--- config.mk ---
export PLATFORM = sky130hd
export DESIGN_NAME = leaf_index_queue_flat
export DESIGN_NICKNAME = d
export VERILOG_FILES = /design/src/rtl/leaf_index_queue_if.sv /design/src/rtl/leaf_index_queue.sv /design/src/flat_wrapper.sv
export SDC_FILE = /design/constraint.sdc
export NUM_CORES = 1
export LEC_CHECK = 0
export CAP_MARGIN = 40
export CORE_MARGIN = 2
export CORE_UTILIZATION = 55
export CTS_CLUSTER_DIAMETER = 80
export CTS_CLUSTER_SIZE = 25
export DETAILED_ROUTE_END_ITERATION = 7
export PLACE_DENSITY_LB_ADDON = 0.05
export REMOVE_ABC_BUFFERS = 1
export SYNTH_ARGS = -nofsm -noshare
export SYNTH_HDL_FRONTEND = slang
export SYNTH_SLANG_ARGS = --single-unit
--- constraint.sdc ---
create_clock -name clk -period 10 [get_ports clk]
set_clock_uncertainty 0.05 [all_clocks]
set_input_delay 1.5 -clock clk [delete_from_list [all_inputs] [get_ports clk]]
set_output_delay 1.5 -clock clk [all_outputs]
set_load 0.05 [all_outputs]
--- src/rtl/leaf_index_queue_if.sv ---
// Bundle of the leaf_index_queue input streams, drain handshake and status.
// The master modport is the side that feeds leaves and consumes entries;
// the slave modport is the queue itself.
// Optional statistics signals exist only when LEAF_QUEUE_STATS_EN is defined.
interface leaf_index_queue_if #(
    parameter int ADDRESS_WIDTH = 8,
    parameter int QUERY_WIDTH   = 10,
    parameter int DEPTH         = 16
);
    localparam int CW = $clog2(DEPTH) + 1;

    logic                     clear;
    logic                     in_en;
    logic [ADDRESS_WIDTH-1:0] in_leaf;
    logic                     in_two_en;
    logic [ADDRESS_WIDTH-1:0] in_leaf_two;
    logic                     out_valid;
    logic                     out_ready;
    logic [ADDRESS_WIDTH-1:0] out_leaf;
    logic                     out_stream;
    logic [QUERY_WIDTH-1:0]   out_query;
    logic [CW-1:0]            count;
    logic                     almost_full;
    logic                     overflow;
`ifdef LEAF_QUEUE_STATS_EN
    logic [CW-1:0]            stat_max_count;
    logic [15:0]              stat_drop_count;
`endif

    modport master (
        output clear, in_en, in_leaf, in_two_en, in_leaf_two, out_ready,
        input  out_valid, out_leaf, out_stream, out_query, count, almost_full, overflow
`ifdef LEAF_QUEUE_STATS_EN
        , input stat_max_count, stat_drop_count
`endif
    );

    modport slave (
        input  clear, in_en, in_leaf, in_two_en, in_leaf_two, out_ready,
        output out_valid, out_leaf, out_stream, out_query, count, almost_full, overflow
`ifdef LEAF_QUEUE_STATS_EN
        , output stat_max_count, stat_drop_count
`endif
    );
endinterface

--- src/rtl/leaf_index_queue.sv ---
// leaf_index_queue: merges the two KD-tree leaf-index streams into one FIFO.
// Every entry is tagged with its stream bit and a per-stream query number so
// the k-NN compare stage can detect lost queries as gaps in the numbering.
// The traversal pipeline cannot stall: entries that do not fit are dropped
// and recorded in the sticky overflow flag; almost_full is for throttling.
// Optional build macro LEAF_QUEUE_STATS_EN adds a count high-water mark and
// a saturating dropped-entry counter.
//
// Drain handshake: out_valid is high whenever the FIFO holds an entry; the
// head entry is transferred on a cycle where out_valid and out_ready are
// both high. While out_valid is high and out_ready is low, the head fields
// are held stable. out_valid never depends on out_ready.
module leaf_index_queue #(
    parameter int ADDRESS_WIDTH = 8,
    parameter int QUERY_WIDTH   = 10,
    parameter int DEPTH         = 16,
    parameter int AFULL_THRESH  = 8
) (
    input  logic                 clk,
    input  logic                 rst_n,
    leaf_index_queue_if.slave    bus
);
    localparam int PW = $clog2(DEPTH);
    localparam int CW = PW + 1;

    // Entry storage, split per field; slots are addressed by the pointers.
    logic [ADDRESS_WIDTH-1:0] leaf_mem_q   [DEPTH];
    logic                     stream_mem_q [DEPTH];
    logic [QUERY_WIDTH-1:0]   query_mem_q  [DEPTH];

    logic [PW-1:0]          rd_ptr_q, rd_ptr_d;
    logic [PW-1:0]          wr_ptr_q, wr_ptr_d;
    logic [CW-1:0]          count_q, count_d;
    logic [QUERY_WIDTH-1:0] qry0_q, qry0_d;
    logic [QUERY_WIDTH-1:0] qry1_q, qry1_d;
    logic                   overflow_q, overflow_d;

    logic                   head_valid;
    logic                   pop;
    logic [CW:0]            free_slots;
    logic [CW:0]            need_two;
    logic                   wr0;
    logic                   wr1;
    logic [PW-1:0]          slot0;
    logic [PW-1:0]          slot1;
    logic [1:0]             n_drop;

    // Space arbitration: credit the same-cycle pop, stream 0 has first claim.
    always_comb begin
        head_valid = (count_q != '0);
        pop        = head_valid & bus.out_ready;
        free_slots = (CW+1)'(DEPTH) - {1'b0, count_q} + (CW+1)'(pop);
        need_two   = bus.in_en ? (CW+1)'(2) : (CW+1)'(1);
        wr0        = bus.in_en & (free_slots != '0);
        wr1        = bus.in_two_en & (free_slots >= need_two);
        slot0      = wr_ptr_q;
        slot1      = wr_ptr_q + PW'(wr0);
        n_drop     = {1'b0, bus.in_en & ~wr0} + {1'b0, bus.in_two_en & ~wr1};
    end

    // Next-state for pointers, occupancy, query counters and overflow.
    // clear wins over everything, including same-cycle writes and pops.
    always_comb begin
        rd_ptr_d   = rd_ptr_q + PW'(pop);
        wr_ptr_d   = wr_ptr_q + PW'(wr0) + PW'(wr1);
        count_d    = count_q + CW'(wr0) + CW'(wr1) - CW'(pop);
        qry0_d     = qry0_q + QUERY_WIDTH'(bus.in_en);
        qry1_d     = qry1_q + QUERY_WIDTH'(bus.in_two_en);
        overflow_d = overflow_q | (n_drop != 2'd0);
        if (bus.clear) begin
            rd_ptr_d   = '0;
            wr_ptr_d   = '0;
            count_d    = '0;
            qry0_d     = '0;
            qry1_d     = '0;
            overflow_d = 1'b0;
        end
    end

    // Control registers with synchronous active-low reset.
    always_ff @(posedge clk) begin
        if (!rst_n) begin
            rd_ptr_q   <= '0;
            wr_ptr_q   <= '0;
            count_q    <= '0;
            qry0_q     <= '0;
            qry1_q     <= '0;
            overflow_q <= 1'b0;
        end else begin
            rd_ptr_q   <= rd_ptr_d;
            wr_ptr_q   <= wr_ptr_d;
            count_q    <= count_d;
            qry0_q     <= qry0_d;
            qry1_q     <= qry1_d;
            overflow_q <= overflow_d;
        end
    end

    // Entry writes; storage needs no reset because empty slots are never shown.
    always_ff @(posedge clk) begin
        if (rst_n && !bus.clear) begin
            if (wr0) begin
                leaf_mem_q[slot0]   <= bus.in_leaf;
                stream_mem_q[slot0] <= 1'b0;
                query_mem_q[slot0]  <= qry0_q;
            end
            if (wr1) begin
                leaf_mem_q[slot1]   <= bus.in_leaf_two;
                stream_mem_q[slot1] <= 1'b1;
                query_mem_q[slot1]  <= qry1_q;
            end
        end
    end

    // Head read straight from the head slot; forced to zero while empty.
    always_comb begin
        bus.out_valid   = head_valid;
        bus.out_leaf    = '0;
        bus.out_stream  = 1'b0;
        bus.out_query   = '0;
        if (head_valid) begin
            bus.out_leaf   = leaf_mem_q[rd_ptr_q];
            bus.out_stream = stream_mem_q[rd_ptr_q];
            bus.out_query  = query_mem_q[rd_ptr_q];
        end
        bus.count       = count_q;
        bus.almost_full = (count_q >= CW'(AFULL_THRESH));
        bus.overflow    = overflow_q;
    end

`ifdef LEAF_QUEUE_STATS_EN
    logic [CW-1:0] stat_max_q;
    logic [CW-1:0] stat_max_d;
    logic [15:0]   stat_drop_q;
    logic [15:0]   stat_drop_d;
    logic [16:0]   drop_sum;

    // High-water mark follows the registered occupancy; drops saturate.
    always_comb begin
        stat_max_d  = (count_d > stat_max_q) ? count_d : stat_max_q;
        drop_sum    = {1'b0, stat_drop_q} + 17'(n_drop);
        stat_drop_d = drop_sum[16] ? 16'hFFFF : drop_sum[15:0];
        if (bus.clear) begin
            stat_max_d  = '0;
            stat_drop_d = '0;
        end
    end

    // Statistics registers.
    always_ff @(posedge clk) begin
        if (!rst_n) begin
            stat_max_q  <= '0;
            stat_drop_q <= '0;
        end else begin
            stat_max_q  <= stat_max_d;
            stat_drop_q <= stat_drop_d;
        end
    end

    // Statistics outputs.
    always_comb begin
        bus.stat_max_count  = stat_max_q;
        bus.stat_drop_count = stat_drop_q;
    end
`endif

endmodule
--- src/flat_wrapper.sv ---
// flat-port wrapper written by rule: the top's interface ports become plain ports
module leaf_index_queue_flat 
#(
    parameter int ADDRESS_WIDTH = 8,
    parameter int QUERY_WIDTH   = 10,
    parameter int DEPTH         = 16,
    parameter int AFULL_THRESH  = 8
)
  (clk, rst_n, bus_clear, bus_in_en, bus_in_leaf, bus_in_two_en, bus_in_leaf_two, bus_out_ready, bus_out_valid, bus_out_leaf, bus_out_stream, bus_out_query, bus_count, bus_almost_full, bus_overflow);
  leaf_index_queue_if #(.ADDRESS_WIDTH(ADDRESS_WIDTH), .QUERY_WIDTH(QUERY_WIDTH), .DEPTH(DEPTH)) bus_i ();
  input  logic clk;
  input  logic rst_n;
  input wire logic [$bits(bus_i.clear)-1:0] bus_clear;
  input wire logic [$bits(bus_i.in_en)-1:0] bus_in_en;
  input wire logic [$bits(bus_i.in_leaf)-1:0] bus_in_leaf;
  input wire logic [$bits(bus_i.in_two_en)-1:0] bus_in_two_en;
  input wire logic [$bits(bus_i.in_leaf_two)-1:0] bus_in_leaf_two;
  input wire logic [$bits(bus_i.out_ready)-1:0] bus_out_ready;
  output wire logic [$bits(bus_i.out_valid)-1:0] bus_out_valid;
  output wire logic [$bits(bus_i.out_leaf)-1:0] bus_out_leaf;
  output wire logic [$bits(bus_i.out_stream)-1:0] bus_out_stream;
  output wire logic [$bits(bus_i.out_query)-1:0] bus_out_query;
  output wire logic [$bits(bus_i.count)-1:0] bus_count;
  output wire logic [$bits(bus_i.almost_full)-1:0] bus_almost_full;
  output wire logic [$bits(bus_i.overflow)-1:0] bus_overflow;
  assign bus_i.clear = bus_clear;
  assign bus_i.in_en = bus_in_en;
  assign bus_i.in_leaf = bus_in_leaf;
  assign bus_i.in_two_en = bus_in_two_en;
  assign bus_i.in_leaf_two = bus_in_leaf_two;
  assign bus_i.out_ready = bus_out_ready;
  assign bus_out_valid = bus_i.out_valid;
  assign bus_out_leaf = bus_i.out_leaf;
  assign bus_out_stream = bus_i.out_stream;
  assign bus_out_query = bus_i.out_query;
  assign bus_count = bus_i.count;
  assign bus_almost_full = bus_i.almost_full;
  assign bus_overflow = bus_i.overflow;
  leaf_index_queue #(.ADDRESS_WIDTH(ADDRESS_WIDTH), .QUERY_WIDTH(QUERY_WIDTH), .DEPTH(DEPTH), .AFULL_THRESH(AFULL_THRESH)) u_core (.clk(clk), .rst_n(rst_n), .bus(bus_i));
endmodule
* Word level (Yosys, flattened, before mapping)
Memories as Yosys holds them, arrays and structs flattened. A register that Yosys moved wholly into a read port is not among the register bits.
Index checks and enable logic that the tools add are counted.
** Storage, ports and cells
- Bits in registers :: 34
- RAM bits :: 304
- Bits of input ports :: 22
- Output and inout bits :: 27
- Memories kept :: 3
** Operators by class
- $add $sub $neg :: 11
- Magnitude comparators :: 2
- Multiplexer cells :: 13
- Bitwise logic cells :: 9
- Reductions and logical operators :: 6
** Memories
- u_core.query_mem_q :: words 16, width 10, rd ports 1, clocked after Yosys merged registers in 1, wr ports 2, RTL line leaf_index_queue.sv:29 : logic [QUERY_WIDTH-1:0] query_mem_q [DEPTH];
- u_core.leaf_mem_q :: words 16, width 8, rd ports 1, clocked after Yosys merged registers in 1, wr ports 2, RTL line leaf_index_queue.sv:27 : logic [ADDRESS_WIDTH-1:0] leaf_mem_q [DEPTH];
- u_core.stream_mem_q :: words 16, width 1, rd ports 1, clocked after Yosys merged registers in 1, wr ports 2, RTL line leaf_index_queue.sv:28 : logic stream_mem_q [DEPTH];
** Operators with widths (number)
- adder 10 x 1 -> 10 bit :: 2
- adder 4 x 1 -> 4 bit :: 3
- 2-to-1 mux 4 bit :: 3
- adder 5 x 1 -> 5 bit :: 2
- 2-to-1 mux 10 bit :: 1
- 2-to-1 mux 8 bit :: 1
- 2-to-1 mux 1 bit :: 7
- adder 6 x 1 -> 6 bit :: 1
- greater-or-equal comparator 6 bit :: 1
- nonzero test 6 bit :: 1
- subtractor 5 x 5 -> 6 bit, first input constant :: 1
- AND 1 bit :: 5
- greater-or-equal comparator 5 x 4 -> 1 bit, second input constant :: 1
- nonzero test 5 bit :: 1
- subtractor 5 x 1 -> 5 bit :: 1
- NOT 1 bit :: 3
- adder 1 x 1 -> 2 bit :: 1
- 2-to-1 mux 2 bit :: 1
- nonzero test 2 bit :: 1
- OR reduction 2 bit :: 1
- logical AND 1 bit :: 1
- zero test 1 bit :: 1
- OR 1 bit :: 1

* Longest topological paths before layout
- Depth in word-level cells :: 10
- Mapped depth :: 24
- Mapped depth without buffers :: 20

* Least setup slack after synthesis
No wires, ideal clock.
- Path kind :: register to register
- Start :: register u_core.count_q[2] (netlist: u_core.bus.count[2])
- End :: memory u_core.leaf_mem_q[5][0], enable pin
- Setup time :: 0.377 ns
- Data arrival time :: 5.178 ns
- Data required time :: 9.573 ns
- Setup slack :: 4.395 ns
- Cell stages (with the launch flop) :: 24
- Buffers on the path :: 3
- Cell sequence :: dfxtp_1 inv_1 ha_1 nor4b_1 clkbuf_1 inv_1 nand2_1 ha_1 inv_1 ha_1 nand4_1 o21ai_1 nand4_1 clkbuf_1 nand2_1 inv_1 ha_1 ha_1 and2b_1 nand3_1 o21ai_1 and4b_1 buf_2 nand2b_1
** RTL lines
- from (decl) :: RTL line leaf_index_queue.sv:33 : logic [CW-1:0] count_q, count_d;
- from (signal assigned) :: RTL line leaf_index_queue.sv:92 : count_q <= count_d;
- to (decl) :: RTL line leaf_index_queue.sv:27

==> results.yml <==
floorplan:
  rows: 64
  dieArea_um2: 32700
  die_y_um: 181
  num_io_pins: 49
  fp.coreArea_um2: 30700
  start_util_pct: 56.0
  die_w_um: 181
timing:
  period_needed_ns: 6.40
  setup_viol: 0
  maxSlewHeadroom_pct: 38.5
  rsz0062_at_grt: "no"
  worstMarginPinSlew_ns: 0.921
  hold_viol: 0
  max_freq_mhz: 156
  post-route-period-util_pct: 64.0
  slew_viol_final: 0
  tns_ns: 0
  holdWs_ns: 0.410
yosys:
  syn_area_per_cell_um2: 15.2
  yosys_warnings: 0
  synthTopCellsByCount: "edfxtp_1, mux2_2, mux4_2"
  synth_edf_count: 288
  synth.most_common_cell: "edfxtp_1"
  syn_area_um2: 17200
  synth_top_area_share_pct: 50.2
  syn_inst: 1130
  ys_types: 49
  ys_seq_elements: 338
  yosysSeqAreaShare_pct: 56.0
  synth_top_area_cell: "edfxtp_1"
  synthTopCellsByArea: "edfxtp_1, mux2_2, mux4_2"
  yosys_most_used_dff: "edfxtp_1"
  synthArstFlopShare_pct: 0
global_route:
  grt_util_all_layers_pct: 29.3
  grt_pass1_vias: 10100
  gr-total-overflow: 0
  grt_max_degree: 52
  antenna_found_initial: 0
  grt_pass1_wl_mm: 69.6
critical_path:
  path_class: "input pin to flop"
  critPathRequiredTime_ns: 10.11
  crit_chain: "clkdlybuf4s50_1, nand2_1, ha_1, inv_1, ha_1, nand4_1, o21ai_1, nand4_1, nand2_1, inv_1, ha_1, ha_1, and2b_1, nand3_1, o21ai_1, nand3_1, buf_6, nand2_1"
  slowest_delay_ns: 0.63
  cp-start-kind: "input pin"
  cp.arrival_ns: 6.51
  critPathMostFrequentCell: "ha_1"
  reg2regPathDepth: 21
  crit_path_top_delay_cell: "nand2_1"
  crit_path_end_kind: "flop"
  cp_max_fo: 18
layout:
  design_area_um2: 19000
  diodes: 0
  area_growth_pct: 10.1
  fin_nets: 1180
  drive_gt1_share_pct: 39.1
  final_core_util_pct: 61.7
place:
  port_buffers: 48
  gp_congestion: 0.915
  hpwl_mm: 31.3
  placed_area_um2: 18400
drt:
  vias: 10200
  routed_wl_mm: 47.4
  drt-wirelength-per-cell_um: 30.8
  drtIter0Drc: 1145
  drc: 0
  drt_first_pass_iters: 8
  ant_nets: 0
  vias_per_cell: 6.63
power_and_ir_drop:
  p_per_area_nw_per_um2: 184
  cellLeakagePower_nw: 6.51
  ir_worst_vdd_mv: 0.170
clocking:
  postCtsSetupBuffers: 0
  clock-sinks: 338
  clk_pin_slew_ns: 0.10
  hold_buffers: 0
  cts-root-buf: "clkbuf_16"
  cts-resized-gates: 0
  cts.htree.levels: 1
  ctsLongestPathBuffers: 3
  cts_buffers: 19
  clk_latency_ns: 0.53
  cts_tree: "built"
hold_path:
  min_path_type: "flop to flop"
  min_path_cells: 1
run:
  cap_violations: 0
status:
  status: "finished clean"
[final timing paths]
path / startpoint / end / slack (ns)
setup reg to reg: u_core.bus.count[3] / u_core.leaf_mem_q[4][4] / 3.90
hold / removal: u_core.stream_mem_q[3] / u_core.stream_mem_q[3] / 0.41
setup / recovery: bus_out_ready / u_core.leaf_mem_q[4][4] / 3.60
hold reg to reg: u_core.stream_mem_q[3] / u_core.stream_mem_q[3] / 0.41
[layout by cell type (no fill, tap or decap), drive strengths merged, types with 2 or more instances in the layout]
| master | count |
|---|---|
| o22ai | 2 |
| nor4b | 4 |
| and3 | 8 |
| fa | 2 |
| nor2b | 9 |
| nor2 | 28 |
| mux2 | 288 |
| a21o | 10 |
| ha | 22 |
| nor3 | 6 |
| a21oi | 28 |
| nand4 | 11 |
| a22oi | 38 |
| a21bo | 10 |
| dfxtp | 50 |
| buf | 54 |
| nand2b | 10 |
| and2 | 11 |
| o21ai | 7 |
| nand2 | 18 |
| edfxtp | 288 |
| nor3b | 3 |
| clkbuf | 22 |
| xor2 | 14 |
| xnor2 | 7 |
| clkinv | 3 |
| mux4 | 76 |
| or3 | 2 |
| nor4 | 2 |
| inv | 21 |
| nand3 | 32 |
| clkdlybuf4s50 | 48 |
[critical path, delay by kind of cell]
family	cells	cell delay (ns)
buffers and inverters	4	0.95
AND/OR/NAND/NOR	8	2.71
AO/OA/AOI/OAI	2	0.42
adder cells (fa/ha/maj)	4	0.92
[logic make-up (layout without fill, tap and decap cells)]
logic type      after synthesis  after routing  synth area share, %
fa+ha+maj                    24             24                 1.83
buf+inv                     136            150                 3.50
mux                         365            365                 28.8
xor+xnor                     21             21                 1.07
simple gates                149            149                 4.89
flops                       338            338                 56.0
compound gates               97             97                 3.85
[per-stage QoR]
stage	instances	setup WS, ns	power (mW)
floorplan	1011	1.68	2.29
global placement	1474	2.89	2.62
detailed placement	1509	3.10	2.64
CTS	1540	3.64	3.49
global route	1540	3.13	3.61
finish	1540	3.60	3.48
[registers in the layout, indices dropped and copies added (netlist names)]
name / count
u_core.slot0: 4
u_core.qry0_q: 10
u_core.query_mem_q: 160
u_core.bus.count: 5
u_core.rd_ptr_q: 4
u_core.stream_mem_q: 16
u_core.bus.overflow: 1
u_core.qry1_q: 10
u_core.leaf_mem_q: 128
[area by class of cell]
type                       count  area (um^2)
fill                        2352        11800
sequential                   338         9660
multi-input combinational    656         7020
timing repair buffer         102         1140
tap                          396          495
clock buffer                  22          487
clock inverter                 9          104
inverter                      17         63.8
[report_power, final]
part / internal, mW / leakage, nW / switching (mW) / total (mW)
clock network: 0.390 / 0.285 / 0.480 / 0.870
logic: 0.360 / 3.28 / 0.620 / 0.981
registers: 1.58 / 2.94 / 0.0460 / 1.63
[layer usage]
layer,GRT usage [%],wire length (um),vias to the layer above
met1,42.7,20000,5298
met2,44.9,21700,443
met4,9.53,1830,0
met5,0,0,-
li1,-,-,4393
met3,5.46,3900,77
(Power assumes the default switching activity.)
